File: src/rtl/uart_reg_bank.sv
// -----------------------------------------------------------------------------
// uart_reg_bank
//
// Memory-mapped UART register bank for the fwrisc data bus. Holds the TX/RX
// control registers, the baud divisor, sticky error flags and the TX/RX
// character FIFOs that sit between the core and the UART shifters.
//
// Optional feature: define UART_REG_BANK_IRQ_EN to build the IRQ_EN register
// and the registered interrupt output. Without it irq_o is tied low, IRQ_EN
// reads 0 and ignores writes, while IRQ_STAT keeps working.
//
// Ports (uart_reg_bank):
//   clk, rst_n     clock, asynchronous active-low reset
//   daddr_i        bus address (hit when address[31:12] matches BASE_ADDR)
//   dwdata_i       bus write data
//   dstrb_i        byte write strobes
//   dwrite_i       1 = write, 0 = read
//   dvalid_i       request valid, held until dready_o
//   drdata_o       registered read data, valid while dready_o = 1
//   dready_o       one-cycle completion pulse
//   tx_en_o        TX enable (TXCTRL[0])
//   tx_rd_en_i     TX shifter pops one character
//   tx_data_o      TX FIFO head (show-ahead)
//   tx_empty_o     TX FIFO empty
//   rx_en_o        RX enable (RXCTRL[0])
//   rx_wr_en_i     RX shifter pushes one character
//   rx_data_i      received character
//   rx_full_o      RX FIFO full
//   baud_div_o     BAUDDIV register
//   irq_o          registered interrupt
// -----------------------------------------------------------------------------

// Synchronous FIFO with show-ahead output, level count, flush and a drop flag
// for pushes that were refused because the FIFO was full.
//
// Ports (uart_reg_bank_fifo):
//   push_i/data_i  write one entry
//   pop_i          remove the head entry (ignored when empty)
//   flush_i        empty the FIFO; beats a same-cycle push or pop
//   data_o         head entry
//   level_o        number of stored entries, 0..2**AW
//   empty_o/full_o level flags
//   drop_o         a push was discarded because the FIFO was full
module uart_reg_bank_fifo #(
    parameter int AW = 3,
    parameter int W  = 8
) (
    input  logic          clk,
    input  logic          rst_n,
    input  logic          push_i,
    input  logic [W-1:0]  data_i,
    input  logic          pop_i,
    input  logic          flush_i,
    output logic [W-1:0]  data_o,
    output logic [AW:0]   level_o,
    output logic          empty_o,
    output logic          full_o,
    output logic          drop_o
);

    localparam int          DEPTH    = 2 ** AW;
    localparam logic [AW:0] FULL_LVL = (AW + 1)'(DEPTH);

    logic [W-1:0]  mem_q [DEPTH];
    logic [AW-1:0] wr_ptr_q, wr_ptr_d;
    logic [AW-1:0] rd_ptr_q, rd_ptr_d;
    logic [AW:0]   level_q,  level_d;
    logic          push_ok, pop_ok;

    assign empty_o = (level_q == '0);
    assign full_o  = (level_q == FULL_LVL);
    assign data_o  = mem_q[rd_ptr_q];
    assign level_o = level_q;

    // A pop frees a slot in the same cycle, so a push into a full FIFO is
    // accepted when it coincides with a successful pop.
    assign pop_ok  = pop_i && !empty_o && !flush_i;
    assign push_ok = push_i && (!full_o || pop_ok) && !flush_i;
    assign drop_o  = push_i && full_o && !pop_ok && !flush_i;

    always_comb begin
        // NOTE: every combinational output gets a default first so no path
        // leaves it unassigned and no latch is inferred.
        wr_ptr_d = wr_ptr_q;
        rd_ptr_d = rd_ptr_q;
        level_d  = level_q;
        if (flush_i) begin
            wr_ptr_d = '0;
            rd_ptr_d = '0;
            level_d  = '0;
        end else begin
            if (push_ok) wr_ptr_d = wr_ptr_q + AW'(1);
            if (pop_ok)  rd_ptr_d = rd_ptr_q + AW'(1);
            level_d = level_q + (AW + 1)'(push_ok) - (AW + 1)'(pop_ok);
        end
    end

    // NOTE: the storage array has no reset; the level/pointers alone decide
    // which entries are valid, and leaving it out keeps it a plain RAM.
    always_ff @(posedge clk) begin
        if (push_ok) mem_q[wr_ptr_q] <= data_i;
    end

    // NOTE: sequential state is updated with non-blocking assignments only,
    // so every flop samples the pre-edge value of every other flop.
    always_ff @(posedge clk or negedge rst_n) begin
        if (!rst_n) begin
            wr_ptr_q <= '0;
            rd_ptr_q <= '0;
            level_q  <= '0;
        end else begin
            wr_ptr_q <= wr_ptr_d;
            rd_ptr_q <= rd_ptr_d;
            level_q  <= level_d;
        end
    end

endmodule

module uart_reg_bank #(
    parameter logic [31:0] BASE_ADDR = 32'h8000_6000,
    parameter int          FIFO_AW   = 3,
    parameter int          DATA_W    = 8,
    parameter int          DIV_W     = 16
) (
    input  logic              clk,
    input  logic              rst_n,
    input  logic [31:0]       daddr_i,
    input  logic [31:0]       dwdata_i,
    output logic [31:0]       drdata_o,
    input  logic [3:0]        dstrb_i,
    input  logic              dwrite_i,
    input  logic              dvalid_i,
    output logic              dready_o,
    output logic              tx_en_o,
    input  logic              tx_rd_en_i,
    output logic [DATA_W-1:0] tx_data_o,
    output logic              tx_empty_o,
    output logic              rx_en_o,
    input  logic              rx_wr_en_i,
    input  logic [DATA_W-1:0] rx_data_i,
    output logic              rx_full_o,
    output logic [DIV_W-1:0]  baud_div_o,
    output logic              irq_o
);

    localparam logic [7:0]  OFF_TXDATA   = 8'h00;
    localparam logic [7:0]  OFF_TXCTRL   = 8'h04;
    localparam logic [7:0]  OFF_RXDATA   = 8'h08;
    localparam logic [7:0]  OFF_RXCTRL   = 8'h0C;
    localparam logic [7:0]  OFF_BAUDDIV  = 8'h10;
    localparam logic [7:0]  OFF_STATUS   = 8'h14;
    localparam logic [7:0]  OFF_IRQ_EN   = 8'h18;
    localparam logic [7:0]  OFF_IRQ_STAT = 8'h1C;
    localparam logic [31:0] RD_UNMAPPED  = 32'hDEAD_DEAD;
    localparam logic [31:0] RD_RX_EMPTY  = 32'h8000_0000;

    // ------------------------------------------------------------------
    // Bus decode
    // ------------------------------------------------------------------
    logic        dready_q, dready_d;
    logic [31:0] drdata_q, drdata_d;
    logic        hit, accept, wr_acc, rd_acc;
    logic [7:0]  off;
    logic [31:0] byte_mask;

    assign hit       = ((daddr_i & 32'hFFFF_F000) == BASE_ADDR);
    assign off       = daddr_i[7:0];
    // No new request is taken while the previous completion pulse is out.
    assign accept    = dvalid_i && hit && !dready_q;
    assign wr_acc    = accept && dwrite_i;
    assign rd_acc    = accept && !dwrite_i;
    assign byte_mask = {{8{dstrb_i[3]}}, {8{dstrb_i[2]}}, {8{dstrb_i[1]}}, {8{dstrb_i[0]}}};

    logic wr_txdata, wr_txctrl_b0, wr_txctrl_b1, wr_rxctrl_b0, wr_rxctrl_b1;
    logic wr_bauddiv, wr_irq_en_b0, wr_irq_stat_b0;
    logic tx_flush, rx_flush, rd_rxdata;

    assign wr_txdata      = wr_acc && (off == OFF_TXDATA)   && dstrb_i[0];
    assign wr_txctrl_b0   = wr_acc && (off == OFF_TXCTRL)   && dstrb_i[0];
    assign wr_txctrl_b1   = wr_acc && (off == OFF_TXCTRL)   && dstrb_i[1];
    assign wr_rxctrl_b0   = wr_acc && (off == OFF_RXCTRL)   && dstrb_i[0];
    assign wr_rxctrl_b1   = wr_acc && (off == OFF_RXCTRL)   && dstrb_i[1];
    assign wr_bauddiv     = wr_acc && (off == OFF_BAUDDIV);
    assign wr_irq_en_b0   = wr_acc && (off == OFF_IRQ_EN)   && dstrb_i[0];
    assign wr_irq_stat_b0 = wr_acc && (off == OFF_IRQ_STAT) && dstrb_i[0];
    assign tx_flush       = wr_txctrl_b0 && dwdata_i[1];
    assign rx_flush       = wr_rxctrl_b0 && dwdata_i[1];
    assign rd_rxdata      = rd_acc && (off == OFF_RXDATA);

    // ------------------------------------------------------------------
    // FIFOs
    // ------------------------------------------------------------------
    logic [DATA_W-1:0] tx_head, rx_head;
    logic [FIFO_AW:0]  tx_level, rx_level;
    logic              tx_empty, tx_full, tx_drop;
    logic              rx_empty, rx_full, rx_drop;

    uart_reg_bank_fifo #(.AW(FIFO_AW), .W(DATA_W)) u_tx_fifo (
        .clk     (clk),
        .rst_n   (rst_n),
        .push_i  (wr_txdata),
        .data_i  (dwdata_i[DATA_W-1:0]),
        .pop_i   (tx_rd_en_i),
        .flush_i (tx_flush),
        .data_o  (tx_head),
        .level_o (tx_level),
        .empty_o (tx_empty),
        .full_o  (tx_full),
        .drop_o  (tx_drop)
    );

    uart_reg_bank_fifo #(.AW(FIFO_AW), .W(DATA_W)) u_rx_fifo (
        .clk     (clk),
        .rst_n   (rst_n),
        .push_i  (rx_wr_en_i),
        .data_i  (rx_data_i),
        .pop_i   (rd_rxdata),
        .flush_i (rx_flush),
        .data_o  (rx_head),
        .level_o (rx_level),
        .empty_o (rx_empty),
        .full_o  (rx_full),
        .drop_o  (rx_drop)
    );

    // ------------------------------------------------------------------
    // Control registers and sticky flags
    // ------------------------------------------------------------------
    logic              tx_en_q,  tx_en_d;
    logic              rx_en_q,  rx_en_d;
    logic [7:0]        tx_wm_q,  tx_wm_d;
    logic [7:0]        rx_wm_q,  rx_wm_d;
    logic [DIV_W-1:0]  baud_q,   baud_d;
    logic              tx_ovf_q, tx_ovf_d;
    logic              rx_ovf_q, rx_ovf_d;
    logic              rx_unf_q, rx_unf_d;
    logic [2:0]        w1c;
    logic              rx_unf_set;
    logic              tx_low, rx_high;
    logic [4:0]        irq_stat;
    logic [4:0]        irq_en_rd;

    assign rx_unf_set = rd_rxdata && rx_empty;
    assign w1c        = wr_irq_stat_b0 ? dwdata_i[4:2] : 3'b000;
    assign tx_low     = (8'(tx_level) <= tx_wm_q);
    assign rx_high    = (8'(rx_level) >= rx_wm_q) && !rx_empty;
    assign irq_stat   = {rx_unf_q, rx_ovf_q, tx_ovf_q, rx_high, tx_low};

    always_comb begin
        tx_en_d = tx_en_q;
        rx_en_d = rx_en_q;
        tx_wm_d = tx_wm_q;
        rx_wm_d = rx_wm_q;
        baud_d  = baud_q;
        if (wr_txctrl_b0) tx_en_d = dwdata_i[0];
        if (wr_txctrl_b1) tx_wm_d = dwdata_i[15:8];
        if (wr_rxctrl_b0) rx_en_d = dwdata_i[0];
        if (wr_rxctrl_b1) rx_wm_d = dwdata_i[15:8];
        if (wr_bauddiv) begin
            baud_d = (baud_q & ~byte_mask[DIV_W-1:0]) |
                     (dwdata_i[DIV_W-1:0] & byte_mask[DIV_W-1:0]);
        end
        // Set terms are OR-ed after the clear so a same-cycle event wins.
        tx_ovf_d = (tx_ovf_q && !w1c[0]) || tx_drop;
        rx_ovf_d = (rx_ovf_q && !w1c[1]) || rx_drop;
        rx_unf_d = (rx_unf_q && !w1c[2]) || rx_unf_set;
    end

    // ------------------------------------------------------------------
    // Read mux, sampled into drdata_q on accept
    // ------------------------------------------------------------------
    logic [31:0] rdata;

    always_comb begin
        rdata = RD_UNMAPPED;
        case (off)
            OFF_TXDATA:   rdata = 32'h0;
            OFF_TXCTRL:   rdata = {16'h0, tx_wm_q, 7'h0, tx_en_q};
            OFF_RXDATA:   rdata = rx_empty ? RD_RX_EMPTY : 32'(rx_head);
            OFF_RXCTRL:   rdata = {16'h0, rx_wm_q, 7'h0, rx_en_q};
            OFF_BAUDDIV:  rdata = 32'(baud_q);
            OFF_STATUS:   rdata = {8'h0, 8'(rx_level), 8'(tx_level), 4'h0,
                                   rx_full, rx_empty, tx_full, tx_empty};
            OFF_IRQ_EN:   rdata = 32'(irq_en_rd);
            OFF_IRQ_STAT: rdata = 32'(irq_stat);
            default:      rdata = RD_UNMAPPED;
        endcase
    end

    assign dready_d = accept;
    assign drdata_d = rd_acc ? rdata : 32'h0;

    always_ff @(posedge clk or negedge rst_n) begin
        if (!rst_n) begin
            dready_q <= 1'b0;
            drdata_q <= '0;
            tx_en_q  <= 1'b0;
            rx_en_q  <= 1'b0;
            tx_wm_q  <= '0;
            rx_wm_q  <= '0;
            baud_q   <= '0;
            tx_ovf_q <= 1'b0;
            rx_ovf_q <= 1'b0;
            rx_unf_q <= 1'b0;
        end else begin
            dready_q <= dready_d;
            drdata_q <= drdata_d;
            tx_en_q  <= tx_en_d;
            rx_en_q  <= rx_en_d;
            tx_wm_q  <= tx_wm_d;
            rx_wm_q  <= rx_wm_d;
            baud_q   <= baud_d;
            tx_ovf_q <= tx_ovf_d;
            rx_ovf_q <= rx_ovf_d;
            rx_unf_q <= rx_unf_d;
        end
    end

    // ------------------------------------------------------------------
    // Interrupt enable and registered interrupt
    // ------------------------------------------------------------------
`ifdef UART_REG_BANK_IRQ_EN
    logic [4:0] irq_en_q, irq_en_d;
    logic       irq_q,    irq_d;

    assign irq_en_d = wr_irq_en_b0 ? dwdata_i[4:0] : irq_en_q;
    assign irq_d    = |(irq_stat & irq_en_q);

    always_ff @(posedge clk or negedge rst_n) begin
        if (!rst_n) begin
            irq_en_q <= '0;
            irq_q    <= 1'b0;
        end else begin
            irq_en_q <= irq_en_d;
            irq_q    <= irq_d;
        end
    end

    assign irq_en_rd = irq_en_q;
    assign irq_o     = irq_q;
`else
    logic unused_irq_en_wr;
    assign unused_irq_en_wr = wr_irq_en_b0;
    assign irq_en_rd        = 5'h0;
    assign irq_o            = 1'b0;
`endif

    // Write-data bits that no register decodes for this parameter set.
    logic unused_wdata;
    assign unused_wdata = ^dwdata_i;

    // ------------------------------------------------------------------
    // Outputs
    // ------------------------------------------------------------------
    assign drdata_o   = drdata_q;
    assign dready_o   = dready_q;
    assign tx_en_o    = tx_en_q;
    assign tx_data_o  = tx_head;
    assign tx_empty_o = tx_empty;
    assign rx_en_o    = rx_en_q;
    assign rx_full_o  = rx_full;
    assign baud_div_o = baud_q;

endmodule
File: config.mk
export PLATFORM = sky130hd
export DESIGN_NAME = uart_reg_bank
export DESIGN_NICKNAME = d
export VERILOG_FILES = /design/src/rtl/uart_reg_bank.sv
export SDC_FILE = /design/constraint.sdc
export NUM_CORES = 1
export LEC_CHECK = 0
export CAP_MARGIN = 20
export CORE_ASPECT_RATIO = 0.8
export CORE_MARGIN = 4
export CORE_UTILIZATION = 57
export CTS_CLUSTER_DIAMETER = 120
export CTS_CLUSTER_SIZE = 40
export DETAILED_ROUTE_END_ITERATION = 10
export DONT_BUFFER_PORTS = 1
export GPL_ROUTABILITY_DRIVEN = 0
export GPL_TIMING_DRIVEN = 0
export PLACE_DENSITY_LB_ADDON = 0.15
export SLEW_MARGIN = 20
export SYNTH_ARGS = -nofsm -noshare
export SYNTH_HDL_FRONTEND = slang
export SYNTH_HIERARCHICAL = 1
export SYNTH_SLANG_ARGS = --single-unit
File: constraint.sdc
create_clock -name clk -period 4.96 [get_ports clk]
set_clock_uncertainty 0.15 [all_clocks]
set_input_delay 0.496 -clock clk [delete_from_list [all_inputs] [get_ports clk]]
set_output_delay 0.496 -clock clk [all_outputs]
set_load 0.01 [all_outputs]
==> results of run 1 <==
stage by stage:
stage          area (sq um)  hold WS [ns]  worst slack, ns
3_5_place_dp           9633       0.05431           0.5368
4_1_cts               10100      0.006219           0.9033
2_1_floorplan          9348       0.05041            1.272
5_1_grt               10180     0.0001293           0.5833
6_report              10180       0.01559           0.8752
3_3_place_gp           9617       0.05305           0.5341
power breakdown:
part           switching [mW]  internal (mW)  leakage (nW)
registers              0.0978           1.99          2.24
clock network           0.503          0.352         0.126
logic                   0.474          0.476          1.58
final timing paths:
kind	to	cells after the start
worst min register to register	tx_ovf_q$_DFF_PN0_	1
worst max register to register	u_rx_fifo/level_o[3]$_DFF_PN0_	12
min in group asynchronous	u_tx_fifo/level_o[1]$_DFF_PN0_	2
worst max-delay path	u_rx_fifo/level_o[3]$_DFF_PN0_	12
max in group asynchronous	u_rx_fifo/level_o[2]$_DFF_PN0_	2
worst min-delay path	rx_wm_q[7]$_DFFE_PN0P_	1
area by class of cell:
type                       instances  share of cell area, %
clock inverter                     1                 0.2951
clock buffer                      12                  2.324
sequential                       208                  57.44
tap                              215                  2.643
multi-input combinational        345                  31.60
inverter                          27                 0.9958
timing repair buffer              26                  2.729
buffer                            28                  1.979
Yosys cell counts (5+ instances only):
| cell type | n |
|---|---|
| edfxtp_1 | 128 |
| dfrtp_1 | 80 |
| mux2_2 | 40 |
| nor2_1 | 37 |
| inv_1 | 27 |
| a21oi_1 | 24 |
| ha_1 | 24 |
| nand2_1 | 22 |
| mux2_4 | 16 |
| mux4_1 | 16 |
| mux4_2 | 16 |
| nand2b_1 | 14 |
| a22oi_1 | 13 |
| nand3_1 | 13 |
| buf_4 | 12 |
| nor2b_1 | 12 |
| o21ai_0 | 10 |
| a221oi_1 | 9 |
| clkbuf_1 | 9 |
| nor3_1 | 8 |
| a21o_1 | 5 |
| nor4_1 | 5 |
| or3b_2 | 5 |
worst reg2reg max path: cells and delay by family, from the launching register on:
kind,cells,cell delay (ns)
adder cells (fa/ha/maj),2,0.48
flip-flops,1,0.47
buffers and inverters,2,0.47
AO/OA/AOI/OAI,2,0.35
AND/OR/NAND/NOR,5,1.72
multiplexers,1,0.35
registers in the layout, indices dropped and copies added, names as in the netlist, named ones only:
| name | cells |
|---|---|
| drdata_o | 22 |
| dready_o | 1 |
| rx_en_o | 1 |
| rx_ovf_q | 1 |
| rx_unf_q | 1 |
| rx_wm_q | 8 |
| tx_en_o | 1 |
| tx_ovf_q | 1 |
| tx_wm_q | 8 |
| u_rx_fifo/level_o | 4 |
| u_rx_fifo/mem_q | 64 |
| u_rx_fifo/rd_ptr_q | 3 |
| u_rx_fifo/wr_ptr_q | 3 |
| u_tx_fifo/level_o | 4 |
| u_tx_fifo/mem_q | 64 |
| u_tx_fifo/rd_ptr_q | 3 |
| u_tx_fifo/wr_ptr_q | 3 |
logic make-up after synthesis:
kind of cell / synth area share [%]
flip-flops: 62.64
other: 0.04018
adder cells (fa/ha/maj): 3.647
AND/OR/NAND/NOR: 9.089
XOR/XNOR: 0.1877
multiplexers: 16.09
AO/OA/AOI/OAI: 5.068
buffers and inverters: 3.244
routing by layer:
metal,vias up,routed length (um),GRT usage (%)
met3,18,1205,3.618
met1,2725,8490,32.13
met5,-,0,0
li1,2373,-,-
met2,155,9455,34.01
met4,0,277,3.624
==> results.md, run 1 <==
- Outcome: completed
- Register area share after synthesis: ~63%
- Hold_sp: dwdata_i[15]
- Post-route clock period utilization: roughly 82%
- H-Tree Depth: 1
- Mapped Area: between 9000 and 10,000 sq um
- Yosys Warn Count: 6
- Post-layout util: 64.00%
- First-pass GRT wire length: just over 30,000 um
- Yosys reg bits: about 210
- Core area: about 16,000 sq um
- I/O Buffers: 0
- CP bufs+invs: 2
- Gate Count Post-Synth: 604
- Hold Path Class: in -> reg
- Tot Pwr: between 3 and 4 mW
- CTS Buf Count: 9
- Distinct cell type count after synthesis: 52
- FFs w/ async S/R, synth: 38.46%
- 1st-pass router iterations: 5
- CTS tree: built
- Startpoint Class: flip-flop
- Initial core utilization: between 50% and 60%
- Congestion Overflow GR: 0
- Ys flop type: edfxtp_1
- Clk Latency, worst-skew pair: 0.47 ns
- Crit-path most repeated cell: ha_1
- Antenna-violating nets left: 0
- Wire per inst: ~23 um
- Vias in the first global route: approximately 5,300
- Crit path kind: reg -> reg
- Drt initial violations: between 300 and 400
- Crit path DAT: about 4.3 ns
- Finished Layout Cells: between 800 and 900
- Antenna fix cells: 0
- DRC viols: 0
- Crit. Startpoint: dready_o$_DFF_PN0_
- Peak supply drop: between 0.0003 and 0.0004 V
- Multi-input gate area: roughly 3200 sq um
- CP Cell Sequence: nor4_1 > nand3_1 > nor3_1 > and3_1 > clkbuf_1 > nor2_1 > ha_1 > inv_1 > ha_1 > a21o_1 > a21oi_1 > mux2_2
- Worst-Margin Slew: slightly above 1 ns
- Via count: 5,271
- Die width: 151.1 um
- Area leader, netlist: edfxtp_1
- NumNets Final: between 700 and 800
- Setup TNS: 0 ns
- Postcts setup bufs: 0
- Worst R2R Setup Slack: between 0.8 and 0.9 ns
- Rows: a little over 40
- # hold bufs at CTS: 18
- Initial antenna violation count: 0
- # placed instances: about 800
- RSZ-0062 raised after global routing: false
- HPWL Detailed: around 14,000 um
- CTS clk-pin slew, worst paths: ~0.14 ns
- Share of cells above drive strength 1: a little under a fifth
- CTS resizes: 0
- Slew Limit Fails: 0
- P per Cell Area: about 380 nW/um^2
- Filler cells: approximately 1,200
- Worst path slowest cell: nor3_1
- Max incr delay on CP: between 0.7 and 0.8 ns
- Total Wirelength: between 15,000 and 20,000 um
- Final setup vio count: 0
- Synth top area share: approximately two fifths
- Number of synthesized flops with an enable pin: about 130
- Synth area leaders: edfxtp_1 41%, dfrtp_1 21%, mux2_2 4.8%, mux4_1 4.5%, mux4_2 3.9%
- Area grow syn2layout: 9.050%
- Pleak: 3.941 nW
- Fin. Hold Viols: 0
- Via-to-Cell Ratio: around 6.1
- CTS root buf: clkbuf_16
- Vert. Die Dim: around 120 um
- Avg Cell Area, Syn: 15.45 sq um
- Die area: between 15,000 and 20,000 sq um
- RR Startpoint: dready_o$_DFF_PN0_
- CP Data Required Time: 5.19 ns
- Largest net degree at the start of global routing: a little over 80
- Maximum buffer depth of the clock tree: 3
- Top Ports: approximately 140
- Commonest cells after routing, fill and taps aside: 128 x edfxtp_1, 80 x dfrtp_1, 40 x mux2_2
- Relative slew margins: 31.78%
- Maximum clock frequency: approximately 0.24 GHz
- Clk sinks: ~210
- Commonest non-fill, non-tap cell in the layout: edfxtp_1
- Top fanout value on the critical path: 10
- Max-cap violations: 0
- Crit. End Element: flip-flop
- Minimum clock period: 4.085 ns
- Storage element area: 5846 sq um
- CP delay by family, top: simple AND/OR/NAND/NOR gates
- GRT Util Overall: 21.39%
(Power assumes the default switching activity.)
==> run 2: changes to the inputs <==
==> constraint.sdc (replaced) <==
create_clock -name clk -period 3.4 [get_ports clk]
set_clock_uncertainty 0.15 [all_clocks]
set_input_delay 0.34 -clock clk [delete_from_list [all_inputs] [get_ports clk]]
set_output_delay 0.34 -clock clk [all_outputs]
set_load 0.01 [all_outputs]
==> run 2 against run 1 <==
Utilization increased by 1.4 points. Critical endpoint unchanged. Clock power grew 47%. Via count up 1.2%. Setup slack got worse by 0.83 ns. Critical path depth up 1.
==> results.md, run 2 (synthesis results as in run 1) <==
- Max-cap violations: 0 (unchanged)
- Vias in the first global route: 5,471 (+3.9%)
- Final setup vio count: 0 (unchanged)
- CP Cell Sequence: dlygate4sd3_1 > nor4_4 > nand3_2 > or3_4 > nor3_4 > nor3b_4 > o21ai_0 > ha_1 > inv_1 > ha_1 > a21o_1 > a21oi_2 > mux2_2
- CP Data Required Time: 3.63 ns (-1.56 ns)
- Clk sinks: 208 (unchanged)
- Reg2Reg Depth: 12 (unchanged)
- Worst slack, placed: -0.6464 ns (-1.183 ns)
- Crit-path most repeated cell: ha_1
- Initial antenna violation count: 2 (+2)
- GRT Util Overall: 21.76% (+0.37 points)
- Post-layout util: 65.39% (+1.4 points)
- CTS clk-pin slew, worst paths: 0.14 ns (about the same)
- Share of cells above drive strength 1: 22.68% (+3.7 points)
- Reg-to-Reg End: u_rx_fifo/level_o[3]$_DFF_PN0_
- Startpoint Class: primary input
- Fin. Hold Viols: 0 (unchanged)
- # placed instances: 823 (unchanged)
- Vert. Die Dim: 122.5 um (unchanged)
- Setup TNS: 0 ns (unchanged)
- Minimum clock period: about 3.4 ns
- Crit. End Element: flip-flop
- DRC viols: 0 (unchanged)
- Via-to-Cell Ratio: 6.102 (-0.21%)
- Crit path kind: in -> reg
- Commonest non-fill, non-tap cell in the layout: edfxtp_1
- HPWL Detailed: 13,930 um (+2.9%)
- Die width: 151.1 um (unchanged)
- CTS Buf Count: 9 (unchanged)
- Antenna-violating nets left: 0 (unchanged)
- Clk Latency, worst-skew pair: 0.48 ns (about the same)
- NumNets Final: 763 (+1.3%)
- Met2 usage: 34.54% (+0.53 points)
- Via count: 5,333 (+1.2%)
- P per Cell Area: 552.7 nW/um^2 (+45%)
- Maximum clock frequency: roughly 0.30 GHz
- Area grow syn2layout: 11.42%
- Total Wirelength: 19,970 um (+2.8%)
- Top fanout value on the critical path: 3 (-7)
- Wire per inst: 22.85 um (+1.4%)
- Peak supply drop: 0.0005204 V (+73%)
- CTS root buf: clkbuf_16
- Pleak: 4.031 nW (+2.3%)
- Top Ports: 144 (unchanged)
- Commonest cells after routing, fill and taps aside: 128 x edfxtp_1, 79 x dfrtp_1, 40 x mux2_2
- Crit path DAT: 3.58 ns (-0.73 ns)
- Worst path slowest cell: dlygate4sd3_1
- Outcome: completed
- Hold Path Class: in -> reg
- Hold_sp: daddr_i[1]
- Worst-Margin Slew: 0.8641 ns (-0.1515 ns)
- Hold EP: drdata_o[19]$_DFF_PN0_
- Final worst slack: 0.04986 ns (-0.8254 ns)
- Maximum buffer depth of the clock tree: 3 (unchanged)
- Initial core utilization: 58.69% (unchanged)
- CP delay by family, top: simple AND/OR/NAND/NOR gates
- Busiest grt layer: met2
- Slew Limit Fails: 0 (unchanged)
- Congestion Overflow GR: 0 (unchanged)
- First-pass GRT wire length: 30,660 um (+1.5%)
- Hold path cells: 3 (+2)
- CP bufs+invs: 2 (unchanged)
- Hold Slack: 0.01360 ns (-0.001995 ns)
- Drt initial violations: 373 (-6.0%)
- RR Startpoint: dready_o$_DFF_PN0_
- Worst R2R Setup Slack: 0.07 ns (-0.81 ns)
- Largest net degree at the start of global routing: 81 (unchanged)
- 1st-pass router iterations: 4 (-1)
- Rows: 41 (unchanged)
- Relative slew margins: 41.95% (+10 points)
- Die area: 18,500 sq um (unchanged)
- H-Tree Depth: 1 (unchanged)
- RSZ-0062 raised after global routing: true
- I/O Buffers: 0 (unchanged)
- GR Util met1: 31.91% (-0.21 points)
- CTS tree: built
- Max incr delay on CP: 0.59 ns (-0.19 ns)
- Post-route clock period utilization: between 90 and 100%
- Met3 Track Usage GR: 3.691% (+0.074 points)
- Core area: 15,900 sq um (unchanged)
- Finished Layout Cells: 874 (+1.4%)
run 2: how the worst max path moves through the flow:
| stage | from | end | slack, ns | cells past startpoint |
|---|---|---|---|---|
| 2_1_floorplan | daddr_i[24] | u_rx_fifo/level_o[3]$_DFF_PN0_ | -0.03 | 13 |
| 3_3_place_gp | daddr_i[5] | u_rx_fifo/level_o[3]$_DFF_PN0_ | -0.59 | 12 |
| 3_5_place_dp | daddr_i[24] | u_rx_fifo/level_o[3]$_DFF_PN0_ | -0.65 | 12 |
| 4_1_cts | dready_o$_DFF_PN0_ | u_rx_fifo/level_o[3]$_DFF_PN0_ | 0.04 | 12 |
| 5_1_grt | daddr_i[21] | u_rx_fifo/level_o[3]$_DFF_PN0_ | -0.05 | 13 |
| 6_report | daddr_i[21] | u_rx_fifo/level_o[3]$_DFF_PN0_ | 0.05 | 13 |
run 2: metrics by stage:
step / power (mW) / cell area [sq um]
global placement: 4.367 / 9643
global route: 6.054 / 10400
detailed placement: 4.453 / 9669
floorplan: 4.130 / 9374
CTS: 5.773 / 10320
finish: 5.747 / 10400
run 2: metal layers:
| layer | share of wire [%] | routed length, um | vias up |
|---|---|---|---|
| li1 | - | - | 2399 |
| met1 | 44 | 8883 | 2735 |
| met2 | 47 | 9458 | 169 |
| met3 | 5.8 | 1163 | 30 |
| met4 | 2.3 | 467 | 0 |
| met5 | 0 | 0 | - |
run 2: what timing repair did:
item	in CTS	in global routing
gates resized for setup	7	16
endpoints found under the hold margin	251	1
endpoints found under the setup margin	70	45
setup buffers	5	0
hold buffers	31	1
pin swaps	3	3
run 2: worst register-to-register path, stage by stage, from the launching register on:
cell and delay, ns:
dfrtp_2 0.49, nor4_4 0.17, nand3_2 0.16, or3_4 0.40, nor3_4 0.29, nor3b_4 0.24
o21ai_0 0.12, ha_1 0.30, inv_1 0.04, ha_1 0.20, a21o_1 0.20, a21oi_2 0.15
mux2_2 0.34
run 2: where the power goes:
part / internal, mW / switching [mW] / leakage [nW]
Combinational: 0.707 / 0.728 / 1.67
Sequential: 2.90 / 0.150 / 2.24
Clock: 0.513 / 0.747 / 0.126
run 2: cell type report:
class,instances,area [sq um]
Sequential cell,208,5847
Fill cell,1141,5504
Multi-Input combinational cell,345,3331
Timing Repair Buffer,37,379.1
Tap cell,215,269.0
Clock buffer,12,236.5
Buffer,27,200.2
Inverter,27,101.3
Clock inverter,1,30.03
Antenna cell,2,5.005
